[config.mk]
export PLATFORM = sky130hd
export DESIGN_NAME = iiitb_piso_stream_flat
export DESIGN_NICKNAME = d
export VERILOG_FILES = /design/src/rtl/iiitb_piso_stream_pkg.sv /design/src/rtl/iiitb_piso_stream_if.sv /design/src/rtl/iiitb_piso_stream_bitcnt.sv /design/src/rtl/iiitb_piso_stream.sv /design/src/flat_wrapper.sv
export SDC_FILE = /design/constraint.sdc
export NUM_CORES = 1
export LEC_CHECK = 0
export BUFFER_PORTS_ARGS = -buffer_cell sky130_fd_sc_hd__buf_2
export CELL_PAD_IN_SITES_DETAIL_PLACEMENT = 1
export CELL_PAD_IN_SITES_GLOBAL_PLACEMENT = 1
export CORE_UTILIZATION = 40
export DETAILED_ROUTE_END_ITERATION = 6
export GPL_TIMING_DRIVEN = 0
export PLACE_DENSITY = 0.91
export SYNTH_ARGS = -nofsm -noshare
export SYNTH_HDL_FRONTEND = slang
export SYNTH_SLANG_ARGS = --single-unit
export TNS_END_PERCENT = 100
[constraint.sdc]
create_clock -name clk -period 3.3 [get_ports clk]
set_clock_uncertainty 0.15 [all_clocks]
set_input_delay 0.825 -clock clk [delete_from_list [all_inputs] [get_ports clk]]
set_output_delay 0.825 -clock clk [all_outputs]
set_load 0.01 [all_outputs]
[src/rtl/iiitb_piso_stream_pkg.sv]
// Shared types and helpers for the iiitb PISO serialiser.
package iiitb_piso_pkg;

    typedef enum logic [1:0] {
        ST_IDLE  = 2'd0,
        ST_SHIFT = 2'd1,
        ST_PAR   = 2'd2
    } piso_state_e;

    // Bits needed to count down from WIDTH-1 to 0; never narrower than 1.
    function automatic int piso_cnt_width(input int width);
        return (width < 2) ? 1 : $clog2(width);
    endfunction

endpackage

[src/rtl/iiitb_piso_stream_if.sv]
// Load / serial-output bundle of the iiitb PISO serialiser.
// master = upstream producer and downstream consumer side, slave = serialiser.
interface iiitb_piso_stream_if #(
    parameter int WIDTH = 8
);
    logic             load_valid;
    logic             load_ready;
    logic [WIDTH-1:0] data_in;
    logic             shift_en;
    logic             sout;
    logic             sout_valid;
    logic             frame_start;
    logic             frame_done;
    logic             busy;

    modport master (
        output load_valid, data_in, shift_en,
        input  load_ready, sout, sout_valid, frame_start, frame_done, busy
    );

    modport slave (
        input  load_valid, data_in, shift_en,
        output load_ready, sout, sout_valid, frame_start, frame_done, busy
    );
endinterface

[src/rtl/iiitb_piso_stream_bitcnt.sv]
// Loadable down-counter with a zero flag; it saturates at zero instead of wrapping.
module iiitb_piso_bitcnt #(
    parameter int CW = 3
) (
    input  logic          clk,
    input  logic          rst_n,
    input  logic          load,
    input  logic          dec,
    input  logic [CW-1:0] load_val,
    output logic [CW-1:0] cnt,
    output logic          zero
);

    // Load wins over decrement; decrement is ignored once the count is zero.
    always_ff @(posedge clk) begin
        if (!rst_n)
            cnt <= '0;
        else if (load)
            cnt <= load_val;
        else if (dec && (cnt != '0))
            cnt <= cnt - 1'b1;
    end

    assign zero = (cnt == '0);

endmodule

[src/rtl/iiitb_piso_stream.sv]
// Parametrised parallel-in/serial-out serialiser with frame markers.
// Optional feature macro: IIITB_PISO_PARITY_EN appends an even-parity bit to each frame.
module iiitb_piso_stream
    import iiitb_piso_pkg::*;
#(
    parameter int   WIDTH      = 8,
    parameter bit   LSB_FIRST  = 1'b1,
    parameter logic IDLE_LEVEL = 1'b0
) (
    input logic                clk,
    input logic                rst_n,
    iiitb_piso_stream_if.slave bus
);

    localparam int CW = piso_cnt_width(WIDTH);
    localparam logic [1:0]    S_IDLE  = ST_IDLE;
    localparam logic [1:0]    S_SHIFT = ST_SHIFT;
    localparam logic [CW-1:0] CNT_TOP = CW'(WIDTH - 1);

    logic [1:0]       state;
    logic [WIDTH-1:0] shreg;
    logic [WIDTH-1:0] shreg_next;
    logic [CW-1:0]    cnt;
    logic             cnt_zero;
    logic             in_shift;
    logic             out_bit;
    logic             frame_end_edge;
    logic             accept;

    assign in_shift = (state == S_SHIFT);

    // Output end of the register and the one-place shift toward it.
    assign out_bit    = LSB_FIRST ? shreg[0] : shreg[WIDTH-1];
    assign shreg_next = LSB_FIRST ? {IDLE_LEVEL, shreg[WIDTH-1:1]}
                                  : {shreg[WIDTH-2:0], IDLE_LEVEL};

`ifdef IIITB_PISO_PARITY_EN
    localparam logic [1:0] S_PAR = ST_PAR;
    logic in_par;
    logic par;

    assign in_par = (state == S_PAR);
    // The last bit of a frame is the parity bit.
    assign frame_end_edge = in_par && bus.shift_en;

    // Even parity captured alongside the word so it never depends on data_in later.
    always_ff @(posedge clk) begin
        if (!rst_n)
            par <= 1'b0;
        else if (accept)
            par <= ^bus.data_in;
    end
`else
    // The last bit of a frame is the final data bit.
    assign frame_end_edge = in_shift && cnt_zero && bus.shift_en;
`endif

    // A new word can enter when idle, or on the very edge that consumes the last bit.
    assign bus.load_ready = rst_n && ((state == S_IDLE) || frame_end_edge);
    assign accept         = bus.load_valid && bus.load_ready;

    iiitb_piso_bitcnt #(.CW(CW)) u_bitcnt (
        .clk      (clk),
        .rst_n    (rst_n),
        .load     (accept),
        .dec      (in_shift && bus.shift_en),
        .load_val (CNT_TOP),
        .cnt      (cnt),
        .zero     (cnt_zero)
    );

    // State and shift register: reload takes priority, otherwise advance on shift_en.
    always_ff @(posedge clk) begin
        if (!rst_n) begin
            state <= S_IDLE;
            shreg <= {WIDTH{IDLE_LEVEL}};
        end else if (accept) begin
            state <= S_SHIFT;
            shreg <= bus.data_in;
        end else if (bus.shift_en) begin
            if (in_shift) begin
                shreg <= shreg_next;
`ifdef IIITB_PISO_PARITY_EN
                if (cnt_zero) state <= S_PAR;
`else
                if (cnt_zero) state <= S_IDLE;
`endif
            end
`ifdef IIITB_PISO_PARITY_EN
            else if (in_par) begin
                state <= S_IDLE;
            end
`endif
        end
    end

    // Outputs are pure decodes of registered state.
`ifdef IIITB_PISO_PARITY_EN
    assign bus.sout       = in_shift ? out_bit : (in_par ? par : IDLE_LEVEL);
    assign bus.sout_valid = in_shift || in_par;
    assign bus.frame_done = in_par;
`else
    assign bus.sout       = in_shift ? out_bit : IDLE_LEVEL;
    assign bus.sout_valid = in_shift;
    assign bus.frame_done = in_shift && cnt_zero;
`endif
    assign bus.frame_start = in_shift && (cnt == CNT_TOP);
    assign bus.busy        = (state != S_IDLE);

endmodule

[src/flat_wrapper.sv]
// flat-port wrapper written by rule: the top's interface ports become plain ports
module iiitb_piso_stream_flat import iiitb_piso_pkg::*;
#(
    parameter int   WIDTH      = 8,
    parameter bit   LSB_FIRST  = 1'b1,
    parameter logic IDLE_LEVEL = 1'b0
)
  (clk, rst_n, bus_load_valid, bus_data_in, bus_shift_en, bus_load_ready, bus_sout, bus_sout_valid, bus_frame_start, bus_frame_done, bus_busy);
  iiitb_piso_stream_if #(.WIDTH(WIDTH)) bus_i ();
  input logic clk;
  input logic rst_n;
  input wire logic [$bits(bus_i.load_valid)-1:0] bus_load_valid;
  input wire logic [$bits(bus_i.data_in)-1:0] bus_data_in;
  input wire logic [$bits(bus_i.shift_en)-1:0] bus_shift_en;
  output wire logic [$bits(bus_i.load_ready)-1:0] bus_load_ready;
  output wire logic [$bits(bus_i.sout)-1:0] bus_sout;
  output wire logic [$bits(bus_i.sout_valid)-1:0] bus_sout_valid;
  output wire logic [$bits(bus_i.frame_start)-1:0] bus_frame_start;
  output wire logic [$bits(bus_i.frame_done)-1:0] bus_frame_done;
  output wire logic [$bits(bus_i.busy)-1:0] bus_busy;
  assign bus_i.load_valid = bus_load_valid;
  assign bus_i.data_in = bus_data_in;
  assign bus_i.shift_en = bus_shift_en;
  assign bus_load_ready = bus_i.load_ready;
  assign bus_sout = bus_i.sout;
  assign bus_sout_valid = bus_i.sout_valid;
  assign bus_frame_start = bus_i.frame_start;
  assign bus_frame_done = bus_i.frame_done;
  assign bus_busy = bus_i.busy;
  iiitb_piso_stream #(.WIDTH(WIDTH), .LSB_FIRST(LSB_FIRST), .IDLE_LEVEL(IDLE_LEVEL)) u_core (.clk(clk), .rst_n(rst_n), .bus(bus_i));
endmodule
# Yosys cells after proc, flatten, opt, wreduce, memory -nomap -nowiden
# Cells that the tools add are included.
dict set report word_totals {
  register_bits 12
  in_bits 12
}
dict set report classes {
  reduce_logical 17
  addsub 1
  muxes 10
  eq_ne 1
}
# operator count
set ops {}
lappend ops {{$mux 8} 3}
lappend ops {{$reduce_bool 2->1} 4}
lappend ops {{$logic_and 1x1->1} 7}
lappend ops {{$mux 3} 2}
lappend ops {{$mux 1} 5}
lappend ops {{$eq 3x3->1 const B} 1}
lappend ops {{$logic_not 3->1} 1}
lappend ops {{$reduce_and 3->1} 1}
lappend ops {{$reduce_bool 3->1} 1}
lappend ops {{$sub 3x1->3 const B} 1}
lappend ops {{$logic_not 2->1} 1}
lappend ops {{$reduce_and 2->1} 1}
lappend ops {{$logic_or 1x1->1} 1}

# Longest topological paths before layout
dict set report logic_depth {
  ltp_word 8
  mapped_depth 6
  ltp_nobuf 5
}

# Cells and area by module
# Synthesis repeated with hierarchy kept, for this count alone.
dict set report hier_totals {
  cells_unflattened 71
  hier_area_um2 653.1
}
# module instances area_each_um2 seq_area_each_um2 cells_each
set by_module_without_submodules {}
lappend by_module_without_submodules {iiitb_piso_stream 1 467.9 180.2 50}
lappend by_module_without_submodules {iiitb_piso_bitcnt 1 185.2 60.1 21}

# Worst setup path before layout
# Ideal clock, no wire load.
dict set report synth_timing {
  kind {in2out}
  start {input port rst_n}
  end {output port bus_load_ready}
  setup_slack_ns 0.928
  arrival_ns 1.397
  cell_stages 3
  cell_sequence {inv_1 clkbuf_1 nor2_1}
}
dict set report synth_between {
  elab_chain_cells 1
}
# element line
set synth_lines {}
lappend synth_lines {{start, declared} flat_wrapper.sv:11} ;# input logic rst_n;
lappend synth_lines {{$logic_and 1x1->1} iiitb_piso_stream.sv:59} ;# assign bus.load_ready = rst_n && ((state == S_IDLE) || frame_end_edge);
lappend synth_lines {{end, declared} flat_wrapper.sv:15} ;# output wire logic [$bits(bus_i.load_ready)-1:0] bus_load_ready;
# No other way between the ends.

# Worst setup path after layout
# Ends and elaborated chain as after synthesis.

==> impl_metrics.toml <==
[logic_synthesis]
syn_inst = 77
syn-num-nets = 92
synthSimpleGateAreaFrac_pct = 22.6
synth-xor-area-share_pct = 0
synth_compound_area_share_pct = 28.3
synth_fa_ha_area_share_pct = 5.38
yosysWarnings = 0
syn_area_per_cell_um2 = 9.07
ys_seq_elements = 12
syn_area_um2 = 698
synth_top_family_by_area = "compound AO/OA/AOI/OAI gates"
synth-seq-area-share_pct = 34.4
synth.distinct_cells = 24
synth.area.mux_share_pct = 1.43

[layout]
nFillCells = 208
drive_gt1_share_pct = 35.1
final_cells = 113
nets = 114
diodes = 0
syn2layout_area_growth_pct = 18.3

[sta]
rsz0062_at_grt = "false"
finalMaxSlewViolations = 0
hold_viol_final = 0
relSlewSlack_pct = 58.7
fin_crit_ns = 2.75
finalCritPeriodShare_pct = 83.4
fin_setup_tns_ns = 0
setup_viol = 0
worstMarginPinSlew_ns = 0.619
finalWorstSetupSlack_ns = 0.547
fmax_ghz = 0.363

[clock_tree]
clock_latency_ns = 0.27
cts_buffers = 3
hold_buffers = 0
htreeDepth = 1
cts_sinks = 12
cts_tree = "built"
postCtsSetupRepairBufs = 0
ctsResizeCount = 0
root_buffer = "clkbuf_4"
clkTransAtPathRegs_ns = 0.07
clock_path_buffers = 2

[pwr]
p_int_w = 0.000243
p_per_area_mw_per_mm2 = 422
p_clk_share_pct = 25.0
switching_share_pct = 30.2
p_leak_nw = 0.367
seq_power_share_pct = 49.2
p_comb_share_pct = 25.9
p_sw_w = 0.000105
ir_drop_v = 0.000284

[outcome]
outcome = "finished, violations left"
violations = "DRC"

[die]
rows = 14
fp.dieW_um = 43.8
start_util_pct = 44.3
dieHeight_um = 43.8
ios = 18
dieArea_mm2 = 0.00192
core_area_mm2 = 0.00158

[place]
place_congestion = 0.703
placed_cells = 110
preCtsSetupSlack_ns = 0.539
portBuffers = 17
dpl.hpwl_um = 1360

[drt]
dr.pass1.iters = 6
routed-wl-met3_um = 70
routed_wl_um = 1780
vias_per_cell = 5.58
drt_iter0_drc = 18
wl_per_cell_um = 15.7
route.met2.wl_um = 955
final_antenna_net_count = 0
via_count = 631
met1Wirelength_um = 734
highest_layer = "met4"
drcViolationCount = 3

[global_route]
grt_start_max_net_pins = 11
groute.usage.overall_pct = 22.1
overflow = 0
antenna_found_initial = 0
grt_pass1_vias = 672
grt_pass1_wl_um = 3010

[job]
drv_cap = 0

[worst_setup_path]
path_class = "primary input to primary output"
crit_fanout = 10
endpoint_kind = "primary output"
cp.arrival_ns = 1.78
start_kind = "primary input"
required_ns = 2.32

[hold_path]
hold_class = "flop to flop"
-- synthesized netlist by cell type --
| cell | n | share of area (%) |
|---|---|---|
| buf_6 | 2 | 3.2 |
| a21oi_1 | 8 | 5.7 |
| clkbuf_1 | 1 | 0.54 |
| a311oi_2 | 7 | 15 |
| nor2_1 | 2 | 1.1 |
| a31oi_1 | 2 | 1.8 |
| nand3_1 | 1 | 0.72 |
| a21boi_0 | 2 | 2.1 |
| mux2i_1 | 1 | 1.4 |
| or3_1 | 2 | 1.8 |
| buf_2 | 2 | 1.4 |
| and2_4 | 1 | 1.3 |
| inv_1 | 3 | 1.6 |
| o21a_1 | 2 | 2.1 |
| nand4b_4 | 1 | 3.4 |
| dfxtp_1 | 12 | 34 |
| ha_1 | 3 | 5.4 |
| nand2_1 | 15 | 8.1 |
| nor2b_1 | 1 | 0.90 |
| and3_1 | 2 | 1.8 |
| o21ai_0 | 2 | 1.4 |
| buf_4 | 1 | 1.1 |
| nand2b_1 | 1 | 0.90 |
| and2_1 | 3 | 2.7 |
-- logic make-up after synthesis --
group	Yosys count
and+or+nand+nor	29
AOI/OAI and AO/OA	23
DFF	12
buffers and inverters	9
adders and majority gates	3
muxes	1
-- state kept, by name (all words and copies together), names as in the netlist --
register / flops
u_core.state: 1
u_core.u_bitcnt.cnt: 3
u_core.shreg: 8
-- power by group through the flow --
| stage | clock network [W] | registers, W | logic [W] |
|---|---|---|---|
| after CTS | 0.0000913 | 0.000171 | 0.0000912 |
| final | 0.0000870 | 0.000171 | 0.0000901 |
| after detailed placement | 0 | 0.000175 | 0.0000905 |
| after global routing | 0.0000968 | 0.000173 | 0.000101 |
| after global placement | 0 | 0.000173 | 0.0000860 |
| after floorplan | 0 | 0.000171 | 0.0000640 |
-- worst paths after layout --
kind	slack [ns]	start	cells after the start	to
hold reg to reg	0.36	u_core.shreg[2]	2	u_core.shreg[2]
setup / recovery	0.55	rst_n	5	bus_load_ready
hold / removal	0.36	u_core.shreg[2]	2	u_core.shreg[2]
setup reg to reg	1.55	u_core.u_bitcnt.cnt[0]	5	u_core.u_bitcnt.cnt[0]
-- cells in the final DEF, fill, tap and decap left out --
| master | synthesis | final |
|---|---|---|
| a21boi_0 | 2 | 2 |
| a21oi_1 | 8 | 8 |
| a311oi_2 | 7 | 7 |
| a31oi_1 | 2 | 2 |
| and2_1 | 3 | 3 |
| and2_4 | 1 | 1 |
| and3_1 | 2 | 2 |
| buf_2 | 2 | 19 |
| buf_4 | 1 | 1 |
| buf_6 | 2 | 2 |
| clkbuf_1 | 1 | 1 |
| clkbuf_4 | 0 | 3 |
| dfxtp_1 | 12 | 12 |
| ha_1 | 3 | 3 |
| inv_1 | 3 | 3 |
| mux2i_1 | 1 | 1 |
| nand2_1 | 15 | 15 |
| nand2b_1 | 1 | 1 |
| nand3_1 | 1 | 1 |
| nand4b_4 | 1 | 1 |
| nor2_1 | 2 | 2 |
| nor2b_1 | 1 | 1 |
| o21a_1 | 2 | 2 |
| o21ai_0 | 2 | 2 |
| or3_1 | 2 | 2 |
-- metal layers --
metal  vias up  track usage [%]
met5         -                0
met4         0             7.50
met3         2             6.25
met2        16             41.2
met1       297             23.5
li1        316                -
-- critical path: stages --
cell,delay [ns]
buf_2,0.12
inv_1,0.08
clkbuf_1,0.49
nor2_1,0.10
buf_2,0.16
-- layout make-up --
cell class | instances | area [µm²] | share of cell area (%)
repair buffers | 17 | 85.1 | 10.3
multi-input cells | 56 | 403 | 48.8
plain buffers | 6 | 43.8 | 5.30
clock buffers | 3 | 22.5 | 2.73
flip-flops and latches | 12 | 240 | 29.1
well taps | 16 | 20.0 | 2.42
inverters | 3 | 11.3 | 1.36
-- metrics by stage --
step           instance area (µm²)  total power [W]  hold slack [ns]  utilization (%)
2_1_floorplan                  698         0.000235            0.320                -
3_3_place_gp                   803         0.000259            0.335             51.0
3_5_place_dp                   803         0.000265            0.351             51.0
4_1_cts                        826         0.000354            0.363             52.4
5_1_grt                        826         0.000371            0.392             52.4
6_report                       826         0.000348            0.361             52.4
(Power assumes the default switching activity.)
